$ cat src/rtl/ct_result_buffer_if.sv
// Signal bundle between CT_module, the result buffer and its downstream consumer.
// The slave modport is the buffer's view; master is the driver/consumer side.
interface ct_result_buffer_if #(
    parameter int DATA_W = 8,
    parameter int IDX_W  = 6
);
    logic              ct_en_result;
    logic [DATA_W-1:0] ct_result;
    logic              ct_done;
    logic              out_ready;
    logic              out_valid;
    logic [DATA_W-1:0] out_data;
    logic [IDX_W-1:0]  out_index;
    logic              out_last;
    logic [IDX_W-1:0]  buf_count;
    logic              overflow;
    logic              frame_done;
    logic              busy;

    modport master (
        output ct_en_result, ct_result, ct_done, out_ready,
        input  out_valid, out_data, out_index, out_last,
        input  buf_count, overflow, frame_done, busy
    );

    modport slave (
        input  ct_en_result, ct_result, ct_done, out_ready,
        output out_valid, out_data, out_index, out_last,
        output buf_count, overflow, frame_done, busy
    );
endinterface

$ cat src/rtl/ct_result_buffer.sv
// Captures one frame of CT_module results (no backpressure upstream) and
// replays it in order over a valid/ready handshake to a possibly stalling consumer.
module ct_result_buffer #(
    parameter int DEPTH  = 36,
    parameter int DATA_W = 8,
    parameter int IDX_W  = 6
) (
    input  logic            clk,
    input  logic            reset,
    ct_result_buffer_if.slave bus
);
    typedef enum logic [1:0] {IDLE, CAPTURE, DRAIN} state_t;

    localparam logic [IDX_W-1:0] DEPTH_C = IDX_W'(DEPTH);
    localparam logic [IDX_W-1:0] ONE_C   = IDX_W'(1);

    state_t            state_q, state_d;
    logic [IDX_W-1:0]  wr_ptr_q, wr_ptr_d;
    logic [IDX_W-1:0]  rd_ptr_q, rd_ptr_d;
    logic [IDX_W-1:0]  cnt_q, cnt_d;
    logic              ovf_q, ovf_d;
    logic              vld_q, vld_d;
    logic [DATA_W-1:0] data_q, data_d;
    logic [IDX_W-1:0]  idx_q, idx_d;
    logic              last_q, last_d;
    logic              fdone_q, fdone_d;

    logic [DATA_W-1:0] mem_q [DEPTH];
    logic              mem_we;
    logic [IDX_W-1:0]  mem_wa;
    logic [DATA_W-1:0] mem_wd;
    logic [IDX_W-1:0]  nxt_ptr;

    always_comb begin
        state_d  = state_q;
        wr_ptr_d = wr_ptr_q;
        rd_ptr_d = rd_ptr_q;
        cnt_d    = cnt_q;
        ovf_d    = ovf_q;
        vld_d    = vld_q;
        data_d   = data_q;
        idx_d    = idx_q;
        last_d   = last_q;
        fdone_d  = 1'b0;
        mem_we   = 1'b0;
        mem_wa   = wr_ptr_q;
        mem_wd   = bus.ct_result;
        nxt_ptr  = rd_ptr_q + ONE_C;

        case (state_q)
            IDLE: begin
                if (bus.ct_en_result) begin
                    mem_we   = 1'b1;
                    mem_wa   = '0;
                    wr_ptr_d = ONE_C;
                    rd_ptr_d = '0;
                    cnt_d    = ONE_C;
                    ovf_d    = 1'b0;
                    state_d  = bus.ct_done ? DRAIN : CAPTURE;
                end else if (bus.ct_done) begin
                    fdone_d = 1'b1;
                end
            end
            CAPTURE: begin
                if (bus.ct_en_result) begin
                    if (cnt_q == DEPTH_C) begin
                        ovf_d = 1'b1;
                    end else begin
                        mem_we   = 1'b1;
                        wr_ptr_d = wr_ptr_q + ONE_C;
                        cnt_d    = cnt_q + ONE_C;
                    end
                end
                if (bus.ct_done) state_d = DRAIN;
            end
            DRAIN: begin
                if (bus.ct_en_result) ovf_d = 1'b1;
                // First DRAIN cycle only loads the output register; afterwards
                // each accepted element prefetches the next so transfers run back-to-back.
                if (!vld_q) begin
                    vld_d  = 1'b1;
                    data_d = mem_q[rd_ptr_q];
                    idx_d  = rd_ptr_q;
                    last_d = (rd_ptr_q == cnt_q - ONE_C);
                end else if (bus.out_ready) begin
                    if (last_q) begin
                        vld_d    = 1'b0;
                        last_d   = 1'b0;
                        fdone_d  = 1'b1;
                        cnt_d    = '0;
                        wr_ptr_d = '0;
                        rd_ptr_d = '0;
                        state_d  = IDLE;
                    end else begin
                        rd_ptr_d = nxt_ptr;
                        data_d   = mem_q[nxt_ptr];
                        idx_d    = nxt_ptr;
                        last_d   = (nxt_ptr == cnt_q - ONE_C);
                    end
                end
            end
            default: state_d = IDLE;
        endcase
    end

    always_ff @(posedge clk or negedge reset) begin
        if (!reset) begin
            state_q  <= IDLE;
            wr_ptr_q <= '0;
            rd_ptr_q <= '0;
            cnt_q    <= '0;
            ovf_q    <= 1'b0;
            vld_q    <= 1'b0;
            data_q   <= '0;
            idx_q    <= '0;
            last_q   <= 1'b0;
            fdone_q  <= 1'b0;
        end else begin
            state_q  <= state_d;
            wr_ptr_q <= wr_ptr_d;
            rd_ptr_q <= rd_ptr_d;
            cnt_q    <= cnt_d;
            ovf_q    <= ovf_d;
            vld_q    <= vld_d;
            data_q   <= data_d;
            idx_q    <= idx_d;
            last_q   <= last_d;
            fdone_q  <= fdone_d;
        end
    end

    // Frame storage is never reset; only positions below cnt_q are ever read.
    always_ff @(posedge clk) begin
        if (mem_we) mem_q[mem_wa] <= mem_wd;
    end

    assign bus.out_valid  = vld_q;
    assign bus.out_data   = data_q;
    assign bus.out_index  = idx_q;
    assign bus.out_last   = last_q;
    assign bus.buf_count  = cnt_q;
    assign bus.overflow   = ovf_q;
    assign bus.frame_done = fdone_q;
    assign bus.busy       = (state_q != IDLE);
endmodule

$ cat src/flat_wrapper.sv
// flat-port wrapper written by rule: the top's interface ports become plain ports
module ct_result_buffer_flat 
#(
    parameter int DEPTH  = 36,
    parameter int DATA_W = 8,
    parameter int IDX_W  = 6
)
  (clk, reset, bus_ct_en_result, bus_ct_result, bus_ct_done, bus_out_ready, bus_out_valid, bus_out_data, bus_out_index, bus_out_last, bus_buf_count, bus_overflow, bus_frame_done, bus_busy);
  ct_result_buffer_if #(.DATA_W(DATA_W), .IDX_W(IDX_W)) bus_i ();
  input  logic clk;
  input  logic reset;
  input wire logic [$bits(bus_i.ct_en_result)-1:0] bus_ct_en_result;
  input wire logic [$bits(bus_i.ct_result)-1:0] bus_ct_result;
  input wire logic [$bits(bus_i.ct_done)-1:0] bus_ct_done;
  input wire logic [$bits(bus_i.out_ready)-1:0] bus_out_ready;
  output wire logic [$bits(bus_i.out_valid)-1:0] bus_out_valid;
  output wire logic [$bits(bus_i.out_data)-1:0] bus_out_data;
  output wire logic [$bits(bus_i.out_index)-1:0] bus_out_index;
  output wire logic [$bits(bus_i.out_last)-1:0] bus_out_last;
  output wire logic [$bits(bus_i.buf_count)-1:0] bus_buf_count;
  output wire logic [$bits(bus_i.overflow)-1:0] bus_overflow;
  output wire logic [$bits(bus_i.frame_done)-1:0] bus_frame_done;
  output wire logic [$bits(bus_i.busy)-1:0] bus_busy;
  assign bus_i.ct_en_result = bus_ct_en_result;
  assign bus_i.ct_result = bus_ct_result;
  assign bus_i.ct_done = bus_ct_done;
  assign bus_i.out_ready = bus_out_ready;
  assign bus_out_valid = bus_i.out_valid;
  assign bus_out_data = bus_i.out_data;
  assign bus_out_index = bus_i.out_index;
  assign bus_out_last = bus_i.out_last;
  assign bus_buf_count = bus_i.buf_count;
  assign bus_overflow = bus_i.overflow;
  assign bus_frame_done = bus_i.frame_done;
  assign bus_busy = bus_i.busy;
  ct_result_buffer #(.DEPTH(DEPTH), .DATA_W(DATA_W), .IDX_W(IDX_W)) u_core (.clk(clk), .reset(reset), .bus(bus_i));
endmodule
$ cat config.mk
export PLATFORM = sky130hd
export DESIGN_NAME = ct_result_buffer_flat
export DESIGN_NICKNAME = d
export VERILOG_FILES = /design/src/rtl/ct_result_buffer_if.sv /design/src/rtl/ct_result_buffer.sv /design/src/flat_wrapper.sv
export SDC_FILE = /design/constraint.sdc
export NUM_CORES = 1
export LEC_CHECK = 0
export CORE_MARGIN = 2
export CORE_UTILIZATION = 43
export CTS_CLUSTER_SIZE = 14
export DETAILED_ROUTE_END_ITERATION = 10
export SYNTH_ARGS = -nofsm -noshare
export SYNTH_HDL_FRONTEND = slang
export SYNTH_SLANG_ARGS = --single-unit
export TNS_END_PERCENT = 20
$ cat constraint.sdc
create_clock -name clk -period 3 [get_ports clk]
set_input_delay 0.6 -clock clk [delete_from_list [all_inputs] [get_ports clk]]
set_output_delay 0.6 -clock clk [all_outputs]
set_load 0.05 [all_outputs]
; Word level (Yosys, flattened, before mapping)
; Memories as Yosys holds them, arrays and structs flattened.
; Cells that the tools add are included.
[classes]
addsub = 4
n_mul = 0
div_mod_pow = 0
n_lt_le_gt_ge = 0
eq_ne = 16
shifts = 0
muxes = 53
n_bitwise = 0
n_reduce_logical = 10
[op_table]
columns = op, n
row1 = 6-bit 2-to-1 mux, 17
row2 = 6-bit one-hot mux with 3 select lines, 2
row3 = 8-bit 2-to-1 mux, 3
row4 = 1-bit 2-to-1 mux, 20
row5 = 6-bit by 1-bit adder with 6-bit output (second input constant), 3
row6 = 2-bit inequality test (second input constant), 8
row7 = 6-bit == test, 2
row8 = 2-bit 2-to-1 mux, 6
row9 = 6-bit one-hot mux with 2 select lines, 1
row10 = 5-bit AND reduction, 2
row11 = 7-bit AND reduction, 1
row12 = 6-bit == test (second input constant), 1
row13 = 2-bit by 1-bit inequality test with 1-bit output (second input constant), 3
row14 = 2-bit one-hot mux with 3 select lines, 1
row15 = 6-bit by 1-bit subtractor with 6-bit output (second input constant), 1
row16 = 1-bit one-hot mux with 2 select lines, 2
row17 = 4-bit AND reduction, 1
row18 = 2-bit nonzero test, 2
row19 = 1-bit one-hot mux with 3 select lines, 1
row20 = 3-bit AND reduction, 1
row21 = 3-bit nonzero test, 1
row22 = 2-bit by 1-bit == test with 1-bit output (second input constant), 1
row23 = 2-bit == test (second input constant), 1
row24 = 2-bit logical NOT, 1
row25 = 2-bit AND reduction, 1
[totals]
ff_bits = 38
latchBits = 0
mem_bits_rw = 288
rom_bits = 0
inputBits = 13
output_inout_bits = 25
elab_cells = 94
memories = 1
[mem_list]
columns = memory, words, word_bits, rd, rd_ports_with_merged_regs, write_ports, line_no
row1 = u_core.mem_q, 36, 8, 2, 0, 1, ct_result_buffer.sv:28  ; logic [DATA_W-1:0] mem_q [DEPTH];

; Longest topological paths before layout
[depth]
depth_word = 6
mapped_depth = 10
mapped_depth_nobuf = 8

; Worst setup path after synthesis
; No wires, ideal clock.
[synth_timing]
kind = reg2reg
start = register u_core.cnt_q[0] (netlist: u_core.bus.buf_count[0])
end = memory u_core.mem_q[30][0] (enable)
setup_time_ps = 371
arrival_ps = 2419
required_ps = 2629
path_slack_ps = 211
stages_incl_launch_ff = 9
n_path_buf = 0
period_less_slack_ps = 2789
path_cell_list = dfrtp_1 > inv_1 > ha_1 > nand2_1 > o41ai_1 > nor3b_1 > nor2b_1 > nand3_1 > nor2_1
[synth_between]
elab_chain_cells = 6
[synth_rtl]
columns = item, line_no
row1 = "start, declared", ct_result_buffer.sv:20  ; logic [IDX_W-1:0] cnt_q, cnt_d;
row2 = "start signal, assigned", ct_result_buffer.sv:122  ; cnt_q <= cnt_d;
row3 = 6-bit == test, ct_result_buffer.sv:66  ; if (cnt_q == DEPTH_C) begin
row4 = 1-bit 2-to-1 mux, ct_result_buffer.sv:66
row5 = 1-bit 2-to-1 mux, ct_result_buffer.sv:65  ; if (bus.ct_en_result) begin
row6 = 1-bit one-hot mux with 2 select lines, ct_result_buffer.sv:50  ; case (state_q)
row7 = 1-bit 2-to-1 mux, ct_result_buffer.sv:134  ; if (mem_we) mem_q[mem_wa] <= mem_wd;
row8 = 1-bit 2-to-1 mux (not written as such), ct_result_buffer.sv:134
row9 = "end, declared", ct_result_buffer.sv:28
; No other way between the ends.

; Worst setup path in the final report
[layout_timing]
start = register u_core.state_q[0]
end = output port bus_busy
[layout_between]
elab_chain_cells = 1
[layout_rtl]
columns = item, line_no
row1 = "start, declared", ct_result_buffer.sv:17  ; state_t state_q, state_d;
row2 = "start signal, assigned", ct_result_buffer.sv:119  ; state_q <= state_d;
row3 = 2-bit nonzero test, ct_result_buffer.sv:144  ; assign bus.busy = (state_q != IDLE);
row4 = "end, declared", flat_wrapper.sv:23  ; output wire logic [$bits(bus_i.busy)-1:0] bus_busy;
; No other way between the ends.

==> results.cfg <==
[critical_path]
critPathKind = flop to primary output
cp_num_buf_inv = 3
cp.depth = 4
worstPathMaxFanout = 6
path_cells = inv_1 -> ha_1 -> inv_1 -> clkdlybuf4s50_1
startpoint = u_core.state_q[0]
cp_top_family = buffers and inverters
critPathSlowestCell = clkdlybuf4s50_1
startpoint_type = flop
r2r-end = u_core.bus.out_data[5]
crit-reg2reg-launch = u_core.rd_ptr_q[0]
reg2reg_depth = 8
critical_path_arrival_ns = 2.30
critPathRequiredTime_ns = 2.40
cpMostUsedCell = inv_1
max_stage_delay_ns = 0.83
endpoint = bus_busy
r2r_slack_ns = 0.29
end_kind = primary output

[sta]
rsz0062_at_grt = no
report.final.slew_viol_count = 0
fin_crit_ns = 2.90
tightestPinTransition_ns = 0.965
clock_skew_ns = 0.0144
setup_violations = 0
finalWorstSetupSlack_ns = 0.0976
final.setup.tns_ns = 0
fin_crit_sh_pct = 96.7
timing.fmax_mhz = 345
hold_viol_final = 0
maxSlewHeadroom_pct = 35.4

[route]
drc = 0
routedWlPerCell_microns = 26.7
antenna_left = 0
drtIter0Drc = 1158
dr.pass1.iters = 7
wl_microns = 43700
vias_per_cell = 6.17
vias = 10112

[floorplan]
row_count = 70
die_height_microns = 196
ios = 38
core_sq_um = 36500
initial_core_util_pct = 43.5
dieArea_sq_um = 38500
die_w_microns = 196

[cts]
cts_sinks = 326
cts_root_buffer = clkbuf_16
htreeDepth = 2
clk_pin_slew_worst_paths_ns = 0.06
cts_setup_buffers = 0
cts.repair.resized = 0
cts_tree = built
cts_hold_buffers = 0
clk_latency_ns = 0.54
clock_path_buffers = 3
cts_buffers = 37

[place]
dp_hpwl_microns = 30000
routabilityCongestion = 0.899
placed_cell_area_sq_um = 17300
pre_cts_ws_ns = 0.145
io_buffers = 37

[logic_synthesis]
synth.area.top_cells = edfxtp_1 (54%), mux4_2 (18%), dfrtp_1 (6.0%), mux2i_1 (3.5%), nand2_1 (2.7%)
synth_top_family_by_area = multiplexers
synth-compound-area-share_pct = 5.32
yosysWarnings = 0
synthSimpleGateAreaFrac_pct = 8.30
synth_xor_area_share_pct = 1.44
synth-edff-count = 288
synth_mux_area_share_pct = 21.5
synth_top_area_share_pct = 54.4
synth_cells = 1050
seq_area_frac_synth_pct = 60.4
synth_top_area_cell = edfxtp_1
synth_most_common_cell = edfxtp_1
postSynth.asyncResetShare_pct = 11.7
synth_cell_types = 52
syn_nets = 1072
synthTopCellsByCount = edfxtp_1 (288), mux4_2 (124), nand2_1 (115)
synth_area_per_cell_sq_um = 15.1
synth_seq_cells = 326
synth_area_sq_um = 15900
synthFlopType = edfxtp_1
synthAdderAreaFrac_pct = 0.708

[global_route]
globalRouteTotalUtil_pct = 23.3
grt_max_degree = 67
grt_pass1_wl_microns = 66200
grt_antenna_before_repair = 0
first_global_vias = 10051
grt_overflow = 0

[run_status]
outcome = complete, no violations

[layout]
fin_area_sq_um = 18400
layout.nets = 1166
areaGrowthSynthToFinish_pct = 15.9
diodes = 0
drive_gt1_share_pct = 23.9
fillerInstances = 3075

[flow_run]
maxCapViolCount = 0

[power_and_ir_drop]
p_leak_nw = 5.94
irDropWorstVdd_mv = 0.364
powerDensity_nw_per_um2 = 726

[worst_hold_path]
hp-class = primary input to asynchronous set/reset pin
==> report_power, final <==
part	internal [mW]	switching (mW)	leakage [nW]
clock	2.41	1.78	0.557
combinational	1.64	2.20	2.32
sequential	5.14	0.194	3.06
==> kinds of logic (layout without fill, tap and decap cells) <==
group	count (synthesis)	in the layout
XOR/XNOR	24	24
flip-flops	326	326
AO/OA/AOI/OAI	128	128
multiplexers	186	186
AND/OR/NAND/NOR	294	294
adder cells (fa/ha/maj)	9	9
buffers and inverters	83	204
==> layer usage <==
layer | GRT usage, % | wire [microns] | up-vias | part of all wire, %
li1 | - | - | 4381 | -
met1 | 33.2 | 18300 | 5240 | 42
met2 | 36.7 | 20700 | 425 | 47
met3 | 4.40 | 3580 | 66 | 8.2
met4 | 6.79 | 1130 | 0 | 2.6
met5 | 0 | 0 | - | 0
==> flip-flops by register name, summed over array words and instances (netlist names) <==
register / count
u_core.bus.out_data: 8
u_core.bus.out_valid: 1
u_core.bus.out_last: 1
u_core.state_q: 2
u_core.rd_ptr_q: 6
u_core.bus.out_index: 6
u_core.wr_ptr_q: 6
u_core.bus.frame_done: 1
u_core.bus.buf_count: 6
u_core.bus.overflow: 1
u_core.mem_q: 288
==> worst min-delay path by stage <==
stage | start | end | slack [ns]
after floorplan | reset | u_core.bus.buf_count[0] | 0.30
after detailed placement | u_core.bus.overflow | u_core.bus.overflow | 0.50
after global routing | reset | u_core.state_q[0] | 0.29
after global placement | u_core.bus.out_index[5] | u_core.bus.out_index[5] | 0.47
final | reset | u_core.state_q[0] | 0.22
after CTS | reset | u_core.state_q[0] | 0.25
==> cell usage in the layout, fill, tap and decap left out, types with 6 or more instances in the layout <==
| cell type | n |
|---|---|
| nor3_1 | 12 |
| clkbuf_16 | 37 |
| o22ai_1 | 8 |
| inv_1 | 10 |
| mux4_2 | 124 |
| a21oi_1 | 16 |
| buf_4 | 83 |
| buf_12 | 7 |
| o21ai_0 | 38 |
| ha_1 | 8 |
| clkbuf_1 | 7 |
| clkinv_2 | 9 |
| nor2b_1 | 10 |
| dfrtp_1 | 35 |
| nand2_1 | 115 |
| mux2i_1 | 56 |
| and3_1 | 8 |
| clkinv_1 | 7 |
| xnor2_1 | 18 |
| mux2_2 | 6 |
| nor2_1 | 70 |
| a31oi_1 | 18 |
| nand3_1 | 48 |
| a22o_1 | 8 |
| clkdlybuf4s50_1 | 36 |
| nand4_1 | 11 |
| edfxtp_1 | 288 |
==> stage by stage <==
| step | util [%] | power [mW] | hold slack (ns) | instances |
|---|---|---|---|---|
| finish | 50.5 | 13.4 | 0.222 | 1639 |
| global route | 50.5 | 13.9 | 0.289 | 1639 |
| CTS | 50.5 | 13.5 | 0.251 | 1639 |
| detailed placement | 47.4 | 9.28 | 0.499 | 1573 |
| global placement | 47.4 | 9.25 | 0.469 | 1573 |
| floorplan | - | 8.01 | 0.304 | 1050 |
==> final cells by class <==
cell class	count	area, sq um	share of cell area, %
clock inverters	20	143	0.774
well taps	468	586	3.18
clock buffers	46	980	5.32
repair buffers	127	1130	6.12
flip-flops and latches	326	9610	52.1
multi-input cells	641	5950	32.3
inverters	11	41.3	0.224
Power figures use the tool's default switching activity.
